--- src/rtl/branch_redirect_ctrl.sv ---
// branch_redirect_ctrl: 2-bit BHT branch predictor with EX-stage redirect and timed IF/ID flush
// Ports:
//   clk, rst_n            clock, asynchronous active-low reset
//   fetch_pc              PC being fetched
//   fetch_pred_taken      combinational prediction for fetch_pc
//   ex_valid/jump/branch  EX instruction qualifiers
//   ex_cond, ex_pc        resolved branch condition and EX instruction PC
//   ex_pred_taken         prediction carried down from fetch
//   stall                 pipeline frozen this cycle
//   redirect              load a new PC this cycle
//   redirect_sel          0 = EX target, 1 = ex_pc+4 recovery
//   flush_f, flush_d      kill IF/ID and ID/EX contents
//   perf_branches, perf_mispredicts   event counters, present only with BRANCH_PERF_EN
module branch_redirect_ctrl #(
    parameter int INDEX_W      = 6,
    parameter int FLUSH_CYCLES = 1
) (
    input  logic        clk,
    input  logic        rst_n,
    input  logic [31:0] fetch_pc,
    output logic        fetch_pred_taken,
    input  logic        ex_valid,
    input  logic        ex_jump,
    input  logic        ex_branch,
    input  logic        ex_cond,
    input  logic [31:0] ex_pc,
    input  logic        ex_pred_taken,
    input  logic        stall,
    output logic        redirect,
    output logic        redirect_sel,
    output logic        flush_f,
    output logic        flush_d
`ifdef BRANCH_PERF_EN
    ,
    output logic [31:0] perf_branches,
    output logic [31:0] perf_mispredicts
`endif
);
    typedef enum logic {RUN, FLUSH} state_t;
    localparam logic [1:0] FL_INIT = 2'(FLUSH_CYCLES - 2);
    state_t state, state_nx;
    logic [1:0] fl_cnt, fl_cnt_nx;
    logic [1:0] bht [2**INDEX_W];
    logic [INDEX_W-1:0] fidx, eidx;
    logic actual_taken, resolve, mispredict, bht_we, flush;
    logic [1:0] cur, nxt;
    logic unused;
    assign unused = ^{fetch_pc[31:INDEX_W+2], fetch_pc[1:0], ex_pc[31:INDEX_W+2], ex_pc[1:0]};
    assign fidx = fetch_pc[INDEX_W+1:2];
    assign eidx = ex_pc[INDEX_W+1:2];
    assign actual_taken = ex_jump | (ex_branch & ex_cond);
    assign resolve = ex_valid & !stall & (state == RUN);
    assign mispredict = resolve & (actual_taken != ex_pred_taken);
    assign bht_we = resolve & (ex_jump | ex_branch);
    assign cur = bht[eidx];
    assign nxt = actual_taken ? (cur == 2'b11 ? cur : cur + 2'd1) : (cur == 2'b00 ? cur : cur - 2'd1);
    // Entries reset to 2'b01, so bit 1 is already 0 during reset; the gate keeps it explicit.
    assign fetch_pred_taken = rst_n & bht[fidx][1];
    assign flush_f = flush;
    assign flush_d = flush;
    always_comb begin
        state_nx     = state;
        fl_cnt_nx    = fl_cnt;
        redirect     = 1'b0;
        redirect_sel = 1'b0;
        flush        = 1'b0;
        if (state == RUN) begin
            if (mispredict) begin
                redirect     = 1'b1;
                redirect_sel = !actual_taken;
                flush        = 1'b1;
                if (FLUSH_CYCLES > 1) begin
                    state_nx  = FLUSH;
                    fl_cnt_nx = FL_INIT;
                end
            end
        end else begin
            flush = 1'b1;
            if (!stall) begin
                if (fl_cnt == 2'd0) state_nx = RUN;
                else fl_cnt_nx = fl_cnt - 2'd1;
            end
        end
        // EX inputs can be live while reset is held; keep every output quiet.
        if (!rst_n) begin
            redirect     = 1'b0;
            redirect_sel = 1'b0;
            flush        = 1'b0;
        end
    end
    always_ff @(posedge clk or negedge rst_n) begin
        if (!rst_n) begin
            state  <= RUN;
            fl_cnt <= 2'd0;
        end else begin
            state  <= state_nx;
            fl_cnt <= fl_cnt_nx;
        end
    end
    always_ff @(posedge clk or negedge rst_n) begin
        if (!rst_n) begin
            for (int i = 0; i < 2**INDEX_W; i++) bht[i] <= 2'b01;
        end else if (bht_we) begin
            bht[eidx] <= nxt;
        end
    end
`ifdef BRANCH_PERF_EN
    always_ff @(posedge clk or negedge rst_n) begin
        if (!rst_n) begin
            perf_branches    <= 32'd0;
            perf_mispredicts <= 32'd0;
        end else begin
            if (bht_we) perf_branches <= perf_branches + 32'd1;
            if (mispredict) perf_mispredicts <= perf_mispredicts + 32'd1;
        end
    end
`endif
endmodule

--- config.mk ---
export PLATFORM = sky130hd
export DESIGN_NAME = branch_redirect_ctrl
export DESIGN_NICKNAME = d
export VERILOG_FILES = /design/src/rtl/branch_redirect_ctrl.sv
export SDC_FILE = /design/constraint.sdc
export NUM_CORES = 1
export LEC_CHECK = 0
export ABC_AREA = 1
export CORE_ASPECT_RATIO = 1.2
export CORE_MARGIN = 4
export CORE_UTILIZATION = 35
export DETAILED_ROUTE_END_ITERATION = 12
export GPL_ROUTABILITY_DRIVEN = 0
export PLACE_DENSITY = 0.56
export RECOVER_POWER = 100
export SYNTH_ARGS = -nofsm -noshare
export SYNTH_HDL_FRONTEND = slang
export SYNTH_SLANG_ARGS = --single-unit
--- constraint.sdc ---
create_clock -name clk -period 2.2 [get_ports clk]
set_input_delay 0.33 -clock clk [delete_from_list [all_inputs] [get_ports clk]]
set_output_delay 0.33 -clock clk [all_outputs]
set_load 0.005 [all_outputs]
==> impl_metrics.tcl <==
set metrics [dict create \
    status "finished, violations left" \
    violations "max-capacitance violations, max-slew violations" \
    cts_tree "yes" \
    max_stage_delay_ps 240 \
    avgRoutedWirePerCell_um 16.1 \
    cp-start-kind "input port" \
    synthXorXnorAreaFrac_pct 0.110 \
    drive_gt1_share_pct 17.6 \
    syn_area_per_cell_sq_um 6.45 \
    numCtsBuffers 17 \
    critPathCaptureType "output port" \
    rsz0062_at_grt "true" \
    ir_worst_vdd_uv 388 \
    crit_path_frequent_cell "nand3_1" \
    required_ps 1870 \
    max_slew_margin_pct -22.7 \
    grt_pass1_vias 7811 \
    final_hold_viol_count 0 \
    r2r_end "bht[97]" \
    insertion_delay_ps 430 \
    dp_slack_ps -742 \
    syn_nets 1307 \
    max_cap_viol_count 1 \
    slowest_stage "a21oi_2" \
    antenna_found_initial 0 \
    muxShareOfSynthArea_pct 0 \
    vias 7945 \
    grt_max_degree 132 \
    reg2regPathDepth 14 \
    clk_pin_slew_worst_paths_ps 60 \
    die_w_um 146 \
    synth-seq-area-share_pct 42.2 \
    path_max_fanout 16 \
    row_count 60 \
    final_core_util_pct 44.1 \
    setup_slack_ps 23.3 \
    drc 0 \
    grt-ovfl-total 0 \
    p_per_area_nw_per_um2 694 \
    io_buffers 24 \
    path_cells "clkdlybuf4s15_2 -> clkinv_2 -> buf_4 -> buf_4 -> o21ai_0 -> o221ai_1 -> nand3_1 -> nand3_1 -> nand3_1 -> a21oi_2 -> buf_2" \
    synth-main-ff-cell "dfrtp_1" \
    min_from "bht[68]" \
    grt_pass1_wl_um 42900 \
    start_util_pct 35.6 \
    grtUsageTotal_pct 21.4 \
    dieArea_sq_um 25200 \
    synth-compound-area-share_pct 5.64 \
    p_leak_nw 4.98 \
    synth_edf_count 0 \
    crit-reg2reg-launch "bht[31]" \
    arrival_ps 1850 \
    cts.sinks 131 \
    syn_inst 1234 \
    drtPass1Iterations 5 \
    h-tree-depth 4 \
    antenna_left 0 \
    cts.path.max_buffers 2 \
    drtIter0Drc 584 \
    drv_slew 132 \
    die_height_um 173 \
    yosysUniqueCellTypes 29 \
    timing.fmax_ghz 0.459 \
    finalCritPeriodShare_pct 98.9 \
    setup_violations 0 \
    crit_type "in2out" \
    synth_fa_ha_area_share_pct 0.157 \
    skew_ps 11.1 \
    hold_path.class "reg2reg" \
    num-nets-final 1415 \
    viasPerCell 4.86 \
    syn_to_final_growth_pct 24.0 \
    routed_wl_um 26200 \
    hold_depth 2 \
    clk_root_buffer_cell "clkbuf_16" \
    fin_crit_ps 2180 \
    ios 77 \
    antennaDiodeCount 0 \
    synth_top_family_by_area "simple AND/OR/NAND/NOR gates" \
    synth.cell_area_sq_um 7960 \
    synth_simple_gate_area_share_pct 40.6 \
    dp_hpwl_um 18700 \
    synth_warnings 0 \
    n_fill_cell 2329 \
    r2r_slack_ps 210 \
    worst_hold_path.endpoint "bht[68]" \
    ys_seq_elements 131 \
    core_area_sq_um 22400 \
    worst_pin_slew_ps 1840 \
    synth_async_sr_flop_share_pct 100 \
]
cell usage in the layout, fill, tap and decap left out, types with 2 or more instances in the layout:
| master | count |
|---|---|
| nand2_1 | 578 |
| inv_1 | 150 |
| nand3_1 | 107 |
| buf_4 | 99 |
| nor2_1 | 95 |
| dfrtp_1 | 67 |
| dfstp_2 | 64 |
| o21ai_1 | 32 |
| a21oi_1 | 22 |
| clkbuf_16 | 17 |
| o21ai_0 | 14 |
| clkdlybuf4s50_1 | 12 |
| buf_12 | 11 |
| nor3_1 | 9 |
| inv_2 | 8 |
| o211ai_1 | 7 |
| dlygate4sd2_1 | 7 |
| a21oi_2 | 4 |
| nand4_1 | 4 |
| clkinv_2 | 3 |
| o221ai_1 | 3 |
| nor2_2 | 3 |
| clkbuf_8 | 3 |
| clkinvlp_4 | 3 |
| clkinv_4 | 3 |
| clkbuf_1 | 3 |
| o21ai_2 | 2 |
| nand3b_1 | 2 |
| or2_2 | 2 |
| nand3_2 | 2 |
| nand2_2 | 2 |
| bufinv_16 | 2 |
| buf_2 | 2 |
registers in the layout, summed over array words and instances, names as in the netlist:
signal / count
bht: 128
state: 1
fl_cnt: 2
metal layers:
layer / global-route usage, % / vias up / part of all wire, %
li1: - / 3980 / -
met1: 27.7 / 3707 / 42
met2: 37.3 / 216 / 51
met3: 2.65 / 42 / 4.8
met4: 6.49 / 0 / 2.2
met5: 0 / - / 0
cell type report:
class                   count  area (sq um)  share of cell area, %
clock inverters            11           128                   1.29
flip-flops and latches    131          3360                   34.0
well taps                 279           349                   3.54
clock buffers              21           470                   4.77
multi-input cells         894          3740                   37.9
repair buffers            138          1220                   12.3
inverters                 160           602                   6.10
worst max-delay path, delay by kind of cell:
family | cells | cell delay (ps)
and+or+nand+nor | 3 | 260
AOI/OAI and AO/OA | 3 | 470
buffers and inverters | 5 | 790
power breakdown:
part,total [mW],internal [mW],switching (mW)
Combinational,1.15,0.424,0.730
Clock,2.91,1.76,1.15
Sequential,2.78,2.68,0.105
worst max path at each step:
stage / from / end / slack (ps)
after floorplan: ex_pc[2] / bht[107] / 300
after global placement: fetch_pc[2] / fetch_pred_taken / -740
after detailed placement: fetch_pc[2] / fetch_pred_taken / -740
after CTS: bht[97] / fetch_pred_taken / 20
after global routing: ex_pc[7] / bht[47] / -40
final: fetch_pc[2] / fetch_pred_taken / 20
per-stage QoR:
step                TNS (ps)  power, mW  instance area, sq um  hold slack [ps]  cells
floorplan                  0       3.47                  7960             34.4   1234
global placement      -58960       3.97                  9240              453   1598
detailed placement    -57560       3.98                  9240              455   1598
CTS                        0       6.92                  9870             58.4   1633
global route            -121       7.18                  9870              475   1634
finish                     0       6.85                  9870              464   1634
cells by family (layout without fill, tap and decap cells):
family                   count (synthesis)  in the layout
flip-flops                             131            131
adder cells (fa/ha/maj)                  1              1
buffers and inverters                  209            330
AO/OA/AOI/OAI                           84             84
AND/OR/NAND/NOR                        808            808
XOR/XNOR                                 1              1
synth_stat cells (all sizes together) (3+ instances only):
cell type  count  area [sq um]
nor3          10          50.1
or2            3          18.8
nand4          4          25.0
o211ai         7          52.6
clkbuf         9          33.8
buf           40           260
inv          158           593
dfstp         64          1680
nand2        581          2190
o221ai         3          26.3
o21ai         48           240
a21oi         26           130
nand3        109           546
nor2          99           387
dfrtp         67          1680
what timing repair did:
item	CTS	global route
hold buffers	0	0
setup endpoints to repair	99	4
hold endpoints to repair	0	0
setup buffers	4	1
gates resized for setup	43	15
pin swaps	6	6
No activity file was read; power rests on OpenSTA's default activity.
